### config.mk
export PLATFORM = sky130hd
export DESIGN_NAME = xsleena_cpu_cen_sched
export DESIGN_NICKNAME = d
export VERILOG_FILES = /design/src/rtl/xsleena_cpu_cen_sched.sv
export SDC_FILE = /design/constraint.sdc
export NUM_CORES = 1
export LEC_CHECK = 0
export CELL_PAD_IN_SITES_DETAIL_PLACEMENT = 1
export CELL_PAD_IN_SITES_GLOBAL_PLACEMENT = 1
export CORE_ASPECT_RATIO = 0.5
export CORE_UTILIZATION = 45
export DETAILED_ROUTE_END_ITERATION = 8
export DONT_BUFFER_PORTS = 1
export PLACE_DENSITY_LB_ADDON = 0.1
export SETUP_SLACK_MARGIN = 0.15
export SYNTH_ARGS = -nofsm -noshare
export SYNTH_HDL_FRONTEND = slang
export SYNTH_SLANG_ARGS = --single-unit
### constraint.sdc
create_clock -name i_clk -period 3.55 [get_ports i_clk]
set_input_delay 0.71 -clock i_clk [delete_from_list [all_inputs] [get_ports i_clk]]
set_output_delay 0.71 -clock i_clk [all_outputs]
set_load 0.005 [all_outputs]
### src/rtl/xsleena_cpu_cen_sched.sv
// Clock-enable scheduler for the three 6x09 CPUs (main, sub, sound) and the
// FM chip. CPU E/Q quadrature advances one phase per 6 MHz hclk slot, so CPU
// timing stays locked to video. Each CPU can be stretched at the end of its
// bus cycle for SDRAM ROM waits, and all CPUs can be parked at a bus-cycle
// boundary for the OSD pause handshake.
//
// Per-CPU phase state:
//   state      | meaning
//   PH_Q_RISE  | bus cycle boundary; next slot raises Q (or parks while paused)
//   PH_E_RISE  | Q high; next slot raises E
//   PH_Q_FALL  | Q and E high; next slot drops Q
//   PH_E_FALL  | E high; next slot drops E unless the ROM wait stretches it

module xsleena_cpu_cen_sched #(
    parameter int FM_NUM   = 179,
    parameter int FM_DEN   = 2400,
    parameter int WAIT_MAX = 255
) (
    input  logic       i_clk,
    input  logic       i_rst_n,
    input  logic       i_hclk_cen,
    input  logic [2:0] i_wait,
    input  logic       i_pause,
    output logic [2:0] o_q_rise,
    output logic [2:0] o_e_rise,
    output logic [2:0] o_q_fall,
    output logic [2:0] o_e_fall,
    output logic [2:0] o_e,
    output logic [2:0] o_q,
    output logic       o_fm_cen,
    output logic       o_pause_ack,
    output logic [2:0] o_wait_timeout
);

    typedef enum logic [1:0] {
        PH_Q_RISE = 2'd0,
        PH_E_RISE = 2'd1,
        PH_Q_FALL = 2'd2,
        PH_E_FALL = 2'd3
    } phase_t;

    localparam logic [7:0]  WAIT_LIM  = 8'(WAIT_MAX);
    localparam logic [16:0] FM_NUM_W  = 17'(FM_NUM);
    localparam logic [16:0] FM_DEN_W  = 17'(FM_DEN);

    phase_t     ph            [3];
    phase_t     ph_nxt        [3];
    logic [7:0] stall_cnt     [3];
    logic [7:0] stall_cnt_nxt [3];

    logic [2:0] halted, halted_nxt;
    logic [2:0] q_rise_nxt, e_rise_nxt, q_fall_nxt, e_fall_nxt;
    logic [2:0] e_nxt, q_nxt, timeout_nxt;
    logic       pause_ack_nxt;

    logic [15:0] fm_acc, fm_acc_nxt;
    logic [16:0] fm_sum;
    logic        fm_cen_nxt;

    // Phase, stretch and pause decisions for each CPU on hclk slots.
    always_comb begin
        halted_nxt  = halted;
        q_rise_nxt  = '0;
        e_rise_nxt  = '0;
        q_fall_nxt  = '0;
        e_fall_nxt  = '0;
        e_nxt       = o_e;
        q_nxt       = o_q;
        timeout_nxt = o_wait_timeout;
        for (int i = 0; i < 3; i++) begin
            ph_nxt[i]        = ph[i];
            stall_cnt_nxt[i] = stall_cnt[i];
        end

        if (i_hclk_cen) begin
            for (int i = 0; i < 3; i++) begin
                case (ph[i])
                    PH_Q_RISE: begin
                        // A parked CPU sits here with E=Q=0 until pause drops.
                        if (i_pause) begin
                            halted_nxt[i] = 1'b1;
                        end else begin
                            halted_nxt[i] = 1'b0;
                            q_rise_nxt[i] = 1'b1;
                            q_nxt[i]      = 1'b1;
                            ph_nxt[i]     = PH_E_RISE;
                        end
                    end
                    PH_E_RISE: begin
                        e_rise_nxt[i] = 1'b1;
                        e_nxt[i]      = 1'b1;
                        ph_nxt[i]     = PH_Q_FALL;
                    end
                    PH_Q_FALL: begin
                        q_fall_nxt[i] = 1'b1;
                        q_nxt[i]      = 1'b0;
                        ph_nxt[i]     = PH_E_FALL;
                    end
                    PH_E_FALL: begin
                        // Wait wins over pause: the cycle must finish first.
                        if (i_wait[i]) begin
                            if (stall_cnt[i] < WAIT_LIM) begin
                                stall_cnt_nxt[i] = stall_cnt[i] + 8'd1;
                            end
                            if (stall_cnt_nxt[i] >= WAIT_LIM) begin
                                timeout_nxt[i] = 1'b1;
                            end
                        end else begin
                            e_fall_nxt[i]    = 1'b1;
                            e_nxt[i]         = 1'b0;
                            stall_cnt_nxt[i] = 8'd0;
                            ph_nxt[i]        = PH_Q_RISE;
                        end
                    end
                    default: ph_nxt[i] = PH_Q_RISE;
                endcase
            end
        end

        pause_ack_nxt = (&halted) & i_pause;
    end

    // Fractional FM enable: accumulate FM_NUM per unpaused clock, wrap at FM_DEN.
    always_comb begin
        fm_sum     = {1'b0, fm_acc} + FM_NUM_W;
        fm_acc_nxt = fm_acc;
        fm_cen_nxt = 1'b0;
        if (!i_pause) begin
            if (fm_sum >= FM_DEN_W) begin
                fm_acc_nxt = 16'(fm_sum - FM_DEN_W);
                fm_cen_nxt = 1'b1;
            end else begin
                fm_acc_nxt = fm_sum[15:0];
            end
        end
    end

    // State and registered outputs; reset drops everything, including stretches.
    always_ff @(posedge i_clk or negedge i_rst_n) begin
        if (!i_rst_n) begin
            for (int i = 0; i < 3; i++) begin
                ph[i]        <= PH_Q_RISE;
                stall_cnt[i] <= 8'd0;
            end
            halted         <= '0;
            o_q_rise       <= '0;
            o_e_rise       <= '0;
            o_q_fall       <= '0;
            o_e_fall       <= '0;
            o_e            <= '0;
            o_q            <= '0;
            o_wait_timeout <= '0;
            o_pause_ack    <= 1'b0;
            fm_acc         <= 16'd0;
            o_fm_cen       <= 1'b0;
        end else begin
            for (int i = 0; i < 3; i++) begin
                ph[i]        <= ph_nxt[i];
                stall_cnt[i] <= stall_cnt_nxt[i];
            end
            halted         <= halted_nxt;
            o_q_rise       <= q_rise_nxt;
            o_e_rise       <= e_rise_nxt;
            o_q_fall       <= q_fall_nxt;
            o_e_fall       <= e_fall_nxt;
            o_e            <= e_nxt;
            o_q            <= q_nxt;
            o_wait_timeout <= timeout_nxt;
            o_pause_ack    <= pause_ack_nxt;
            fm_acc         <= fm_acc_nxt;
            o_fm_cen       <= fm_cen_nxt;
        end
    end

endmodule

; Yosys cells after proc, flatten, opt, wreduce, memory -nomap -nowiden
; Cells that the tools add are included.
[totals]
register_bits = 72
input_bits = 7
output_inout_bits = 23
word_cells = 137
[op_classes]
add_sub_neg = 5
magnitude_cmp = 7
n_eq_ne = 15
n_mux = 56
n_bitwise = 1
n_reduce_logical = 28
[ops]
columns = operator, count
row1 = $mux W8, 15
row2 = $reduce_and A3 Y1, 10
row3 = $add A8 B1 Y8 const B, 3
row4 = $ge A8 B8 Y1 const B, 3
row5 = $lt A8 B8 Y1 const B, 3
row6 = $pmux W2 S4, 3
row7 = $mux W1, 23
row8 = $add A16 B8 Y17 const B, 1
row9 = $ge A17 B12 Y1 const B, 1
row10 = $mux W16, 1
row11 = $sub A16 B12 Y16 const B, 1
row12 = $eq A2 B2 Y1 const B, 6
row13 = $mux W3, 4
row14 = $ne A2 B2 Y1 const B, 6
row15 = $pmux W1 S2, 6
row16 = $reduce_and A2 Y1, 6
row17 = $reduce_and A4 Y1, 3
row18 = $reduce_bool A2 Y1, 6
row19 = $mux W2, 4
row20 = $eq A2 B1 Y1 const B, 3
row21 = $logic_not A2 Y1, 3
row22 = $and A1 B1 Y1, 1

; Longest topological paths before layout
; Gate-level depths: netlist of run 1.
[logic_depth]
ltp_word = 7
mapped_depth = 14
depth_no_buf = 13

; Least setup slack after synthesis of run 1
; Ideal clock, no wire load.
[synth_path]
path_type = flip-flop to flip-flop
from = reg fm_acc[0]
to = reg fm_acc[6]
setup_time_ns = 0.121
arrival_ns = 3.424
required_time_ns = 3.429
path_slack_ns = 0.004
path_stages_with_launch = 14
n_path_buf = 0
period_less_slack_ns = 3.546
cell_sequence = dfrtp_1 -> inv_1 -> ha_1 -> nand3b_1 -> nand2_1 -> xor2_1 -> ha_1 -> or4b_1 -> o32ai_1 -> or2_2 -> o211ai_2 -> a2111oi_4 -> mux2_1 -> o22a_1
[synth_between]
elab_chain_cells = 3
elab_cells_between_ends = 4
classes_between = add/sub: 2 / order compare: 1 / mux: 1
[synth_rtl]
columns = element, line
row1 = "start, declared", 56  ; logic [15:0] fm_acc, fm_acc_nxt;
row2 = "start signal, assigned", 170  ; fm_acc <= fm_acc_nxt;
row3 = $add A16 B8 Y17 (*), 125  ; fm_sum = {1'b0, fm_acc} + FM_NUM_W;
row4 = named net fm_sum[0], 57  ; logic [16:0] fm_sum;
row5 = $sub A16 B12 Y16 or $ge A17 B12 Y1 (tied branches), "130, 129"
row6 = $mux W16 (*), 129  ; if (fm_sum >= FM_DEN_W) begin
; The timed path passes the listed nets; every way through them passes the cells marked *.
; A chain may end at the register's enable or synchronous reset.

; Final worst setup path of run 1
; Ends and elaborated chain as after synthesis.

==> summary.md, run 1 <==
| Metric | Value |
|---|---|
| Outcome | `finished clean` |
| Final setup viols | `0` |
| Prevailing post-synth register cell | `dfrtp_1` |
| Grt ovf | `0` |
| Number of placed instances, taps included | `618` |
| Die height | `72.37 um` |
| Leading post-synthesis cells by cell area | `dfrtp_1 40%, nand2_1 5.1%, ha_1 5.1%` |
| Crit path launch type | `flip-flop` |
| Finished Cell Area | `5047 sq um` |
| Area Overhead vs Synth | `13.25%` |
| IO Pins | `30` |
| N_diodes | `0` |
| Starting DRT DRC Count | `133` |
| Final hold vios | `0` |
| Most numerous cell in the Yosys netlist | `dfrtp_1` |
| DRT Pass-1 Iters | `4` |
| CTS Buf Count | `9` |
| Drt drc | `0` |
| CTS Root Cell | `clkbuf_16` |
| Largest vdd supply drop | `0.3933 mV` |
| Post-synthesis sequential area ratio | `40.43%` |
| DR vias | `3,763` |
| Core area | `9540 sq um` |
| Initial antenna violation count | `0` |
| Final Non-Filler Cells | `643` |
| Placed inst area | `4601 sq um` |
| Critical path peak fanout | `6` |
| Synth cell types | `69` |
| WS Path Type | `reg2reg` |
| F_max | `297.8 MHz` |
| Skew-Pair Late Insertion Delay | `0.34 ns` |
| Max-cap violations | `0` |
| Max_slew headroom | `57.92%` |
| Dominant cell type by area after synthesis | `dfrtp_1` |
| Worst endpoint data arrival time | `3.58 ns` |
| Initial Util | `46.71%` |
| Detailed Place HPWL | `7382 um` |
| Buffers on Ports | `0` |
| Worst r2r src | `fm_acc[0]` |
| Post-cts hold buffer count | `0` |
| Leak | `2.184 nW` |
| Unrepaired setup endpoints after global routing | `false` |
| Post-route setup TNS | `0 ns` |
| Fin crit period | `3.358 ns` |
| Worst-case clock buffer depth | `2` |
| Antenna Nets Post-Route | `0` |
| Die ar. | `10,330 sq um` |
| Yosys Warn Count | `0` |
| Routed len/inst | `17.08 um` |
| Layout net count | `528` |
| Syn Inst Count | `497` |
| Hold Crit Class | `in2async` |
| Clock transition at path regs | `0.06 ns` |
| Synthesized Nets | `522` |
| Synth async-reset ratio | `100.0%` |
| Power, Total | `4.638 mW` |
| CTS sink count | `72` |
| Critical path required time | `3.78 ns` |
| Fin crit share | `94.59%` |
| Slew @ Worst Pin | `0.6268 ns` |
| Total GRT Usage | `22.43%` |
| Number of global-route vias before repair | `3,607` |
| CP startpoint | `fm_acc[0]` |
| Drt total wl | `10,980 um` |
| PwrDens | `918.8 nW/um^2` |
| Htree depth | `3` |
| Critical path capture point type | `flip-flop` |
| GPL Wtd Cong | `0.7565` |
| Final Skew | `0.006162 ns` |
| Fin. max-slew vios | `0` |
| Largest net degree at the start of global routing | `73` |
| CTS tree | `done` |
| Synth top cells by count | `72 x dfrtp_1, 61 x nand2_1, 44 x o21ai_0, 36 x nor2_1, 31 x a21oi_1` |
| First-pass GRT wire length | `18,080 um` |
| Synthesis-stage register bit count | `72` |
| Post-synth EDFFs | `0` |
| Syn Area/Cell | `8.967 sq um` |
| Site Rows | `25` |
| Fraction of layout instances using a drive strength above 1 | `11.81%` |
| Vias per cell | `5.852` |
| Synth Cell Area | `4457 sq um` |
| Top cell type's share of synthesized area | `40.43%` |
| Die W | `142.7 um` |
[critical path, cell delays in order (launching register included)]
cell,delay [ns]
dfrtp_2,0.45
inv_2,0.09
ha_4,0.15
nand3b_1,0.15
nand2_2,0.11
xor2_2,0.17
ha_2,0.21
or4b_1,0.48
o32ai_2,0.13
or2_4,0.19
o211ai_4,0.09
a2111oi_4,0.35
buf_4,0.19
mux2_4,0.30
o22a_1,0.19
[power by group]
group          total (mW)  switching, mW  internal, mW
clock                1.01          0.353         0.655
combinational        2.16           1.19         0.968
sequential           1.47          0.371          1.10
[stage by stage]
stage / setup WS (ns) / hold WS (ns) / utilization [%]
finish: 0.1922 / 0.06180 / 52.90
global route: 0.09086 / 0.04714 / 52.90
CTS: 0.1709 / 0.05188 / 51.71
detailed placement: 0.1822 / 0.4161 / 48.22
global placement: 0.2789 / 0.4160 / 48.22
floorplan: 0.1616 / 0.4144 / -
[registers in the layout, summed over array words and instances (netlist names)]
signal and count:
fm_acc 16, halted 3, o_e 3, o_e_fall 3
o_e_rise 3, o_fm_cen 1, o_pause_ack 1, o_q 3
o_q_fall 3, o_q_rise 3, o_wait_timeout 3, ph 6
stall_cnt 24
[worst paths after layout]
kind | to | slack, ns | cells past startpoint
min reg2reg | o_wait_timeout[1] | 0.48 | 1
max reg2reg | fm_acc[6] | 0.19 | 14
max in group asynchronous | o_q_fall[2] | 3.37 | 0
min | stall_cnt[18] | 0.06 | 0
max | fm_acc[6] | 0.19 | 14
min in group i_clk | o_e_fall[2] | 0.43 | 1
[per-layer routing]
metal / global-route usage [%] / vias up / share of wire [%]
met5: 0 / - / 0
met4: 6.213 / 0 / 0.98
met3: 5.479 / 10 / 3.5
met2: 36.17 / 52 / 45
met1: 30.24 / 1869 / 50
li1: - / 1832 / -
[logic make-up after synthesis]
group | Yosys count | share of synthesized area, %
adders and majority gates | 18 | 5.053
and+or+nand+nor | 191 | 21.67
xor gates and xnor gates | 17 | 3.341
muxes | 9 | 2.246
AOI/OAI and AO/OA | 147 | 22.97
DFF | 72 | 40.43
buffers and inverters | 43 | 4.295
[layout make-up]
type / instances / area, sq um
clock buffers: 12 / 256.5
clock inverters: 4 / 76.32
fillers: 1113 / 4493
inverters: 18 / 67.56
multi-input cells: 382 / 2519
flip-flops and latches: 72 / 1804
well taps: 135 / 168.9
repair buffers: 20 / 155.1
[layout by cell type (no fill, tap or decap), types with 5 or more instances in the layout]
master / netlist / final
o211ai_1: 7 / 7
a22o_1: 9 / 9
inv_1: 18 / 16
xor2_1: 6 / 5
buf_4: 1 / 17
a21oi_1: 31 / 31
clkbuf_16: 0 / 9
o21ai_0: 44 / 43
nand3_1: 19 / 19
and2_1: 11 / 11
nor2_1: 36 / 36
ha_1: 18 / 16
dfrtp_1: 72 / 70
nand2_1: 61 / 60
nor3_1: 12 / 12
xnor2_1: 11 / 11
a21o_1: 8 / 8
nand4_1: 6 / 6
and3_1: 9 / 9
a31oi_1: 8 / 8
or3_1: 7 / 7
[timing repair]
action | in CTS | in global routing
gates resized for setup | 0 | 12
setup endpoints to repair | 0 | 10
setup buffers | 0 | 8
Note: power is estimated with default switching activity, not from simulation.
==> run 2: changes to the inputs <==
==> constraint.sdc (replaced) <==
create_clock -name i_clk -period 3.55 [get_ports i_clk]
set_input_delay 0.5325 -clock i_clk [delete_from_list [all_inputs] [get_ports i_clk]]
set_output_delay 0.5325 -clock i_clk [all_outputs]
set_load 0.005 [all_outputs]
==> run 2 against run 1 <==
Against the previous run: worst hold slack better by 0.0032 ns; register-to-register slack about the same; worst setup slack improved by 0.0026 ns; final cell count grew 0.16%; via count increased by 0.32%; sequential share of layout area shrank 0.19 points; critical endpoint unchanged; combinational power barely moved; highest routed layer unchanged.
==> summary.md, run 2 (synthesis gave the netlist of run 1 again) <==
| Metric | Value |
|---|---|
| Reg2reg setup slack | `0.19 ns` |
| Drt drc | `0` |
| Switch Pwr | `1.932 mW` |
| Grt ovf | `0` |
| Final worst slack | `0.1948 ns` |
| Detailed Place HPWL | `7382 um` |
| Hold Crit Class | `in2async` |
| Vias per cell | `5.862` |
| Die ar. | `10,330 sq um` |
| DRT Pass-1 Iters | `4` |
| Core area | `9540 sq um` |
| Clock transition at path regs | `0.06 ns` |
| Crit path launch type | `flip-flop` |
| Finished Cell Area | `5075 sq um` |
| Reg with most FFs | `stall_cnt` |
| Layout fillers | `1,111` |
| Drt total wl | `11,040 um` |
| Outcome | `finished clean` |
| Post-route setup TNS | `0 ns` |
| Initial antenna violation count | `0` |
| Most frequent cells in the layout | `70 x dfrtp_1, 60 x nand2_1, 43 x o21ai_0` |
| Htree depth | `3` |
| Critical path required time | `3.77 ns` |
| Fin. max-slew vios | `0` |
| Power share of the sequential group | `31.6%` |
| Most Used Layer, Global Route | `met2` |
| Worst r2r src | `fm_acc[0]` |
| Largest net degree at the start of global routing | `73` |
| F_max | `298.0 MHz` |
| Starting DRT DRC Count | `171` |
| Site Rows | `25` |
| Fin crit period | `3.355 ns` |
| Int Power | `2.727 mW` |
| Die height | `72.37 um` |
| First-pass GRT wire length | `18,140 um` |
| Final Skew | `0.005681 ns` |
| CTS Root Cell | `clkbuf_16` |
| Max reg flops | `24` |
| Number of global-route vias before repair | `3,600` |
| Final hold vios | `0` |
| Antenna Nets Post-Route | `0` |
| Regs by FF count | `stall_cnt (24), fm_acc (16), ph (6)` |
| Reg2Reg Capture Point | `fm_acc[6]` |
| Buffers on Ports | `0` |
| N_diodes | `0` |
| Worst endpoint data arrival time | `3.58 ns` |
| GR Layer Usage met1 | `30.45%` |
| Final setup viols | `0` |
| Worst slack at placement | `0.1822 ns` |
| Unrepaired setup endpoints after global routing | `false` |
| Commonest non-fill, non-tap cell in the layout | `dfrtp_1` |
| CTS sink count | `72` |
| Placed inst area | `4601 sq um` |
| DR vias | `3,775` |
| Critical path capture point type | `flip-flop` |
| IO Pins | `30` |
| Met2 Track Usage GR | `36.22%` |
| PwrDens | `918.0 nW/um^2` |
| Leak | `2.197 nW` |
| CTS Buf Count | `9` |
| Layout net count | `529` |
| Routed len/inst | `17.14 um` |
| Critical path peak fanout | `6` |
| Skew-Pair Late Insertion Delay | `0.34 ns` |
| Die W | `142.7 um` |
| Area Overhead vs Synth | `13.87%` |
| Combinational share of power | `46.8%` |
| Fraction of power spent switching nets | `41.47%` |
| WS Path Type | `reg2reg` |
| Max_slew headroom | `57.70%` |
| Largest vdd supply drop | `0.3939 mV` |
| Initial Util | `46.71%` |
| Fin crit share | `94.51%` |
| Worst-case clock buffer depth | `2` |
| Worst Reg2Reg Path Length in Cells | `14` |
| Fraction of layout instances using a drive strength above 1 | `11.98%` |
| Slew @ Worst Pin | `0.6299 ns` |
| GPL Wtd Cong | `0.7565` |
| Met3 Usage GRT | `5.479%` |
| Max-cap violations | `0` |
| Clock power share | `21.6%` |
| Total GRT Usage | `22.52%` |
| CTS tree | `done` |
[run 2: cell count changes in the layout (fill, tap and decap cells not counted)]
| cell | previous run | this run |
|---|---|---|
| buf_16 | 0 | 1 |
[run 2: timing repair]
item / in CTS / in global routing
resized for setup: 0 / 12
hold buffers: 1 / 0
endpoints found under the setup margin: 0 / 10
buffers inserted: 0 / 8
endpoints found under the hold margin: 72 / 0
[run 2: power by group through the flow]
stage          combinational (mW)  sequential (mW)  clock (mW)
2_1_floorplan                1.61             1.34           0
3_3_place_gp                 1.90             1.47           0
3_5_place_dp                 1.96             1.48           0
4_1_cts                      2.00             1.47        1.03
5_1_grt                      2.43             1.52        1.06
6_report                     2.18             1.47        1.01
[run 2: stage by stage]
step	power, mW	hold WS [ns]	std cells	util (%)
global placement	3.370	0.2385	618	48.22
CTS	4.499	0.09459	635	52.00
floorplan	2.951	0.2369	497	-
global route	5.012	0.09821	644	53.19
detailed placement	3.438	0.2386	618	48.22
finish	4.659	0.06504	644	53.19
[run 2: how the worst max path moves through the flow]
stage	start	end	slack, ns	cells past startpoint
after global placement	fm_acc[1]	fm_acc[15]	0.28	13
after detailed placement	fm_acc[0]	fm_acc[15]	0.18	13
final	fm_acc[0]	fm_acc[6]	0.19	14
after floorplan	fm_acc[0]	fm_acc[6]	0.16	13
after CTS	fm_acc[0]	fm_acc[15]	0.17	13
after global routing	fm_acc[0]	fm_acc[6]	0.09	14
[run 2: final cells by class]
cell class	instances	area, sq um	share of cell area, %
multi-input combinational	382	2519	49.63
sequential	72	1804	35.55
clock buffer	12	256.5	5.054
timing repair buffer	21	182.7	3.600
tap	135	168.9	3.328
clock inverter	4	76.32	1.504
inverter	18	67.56	1.331
[run 2: worst max-delay path, cell delays in order, from the launching register on]
cell and delay [ns]:
dfrtp_2 0.45, inv_2 0.09, ha_4 0.15, nand3b_1 0.15, nand2_2 0.10, xor2_2 0.17
ha_2 0.21, or4b_1 0.48, o32ai_2 0.13, or2_4 0.19, o211ai_4 0.09, a2111oi_4 0.35
buf_4 0.19, mux2_4 0.30, o22a_1 0.19
[run 2: routing by layer]
metal | vias to the layer above | part of all wire (%)
met5 | - | 0
met4 | 0 | 0.90
met3 | 9 | 3.1
met2 | 42 | 45
met1 | 1890 | 51
li1 | 1834 | -
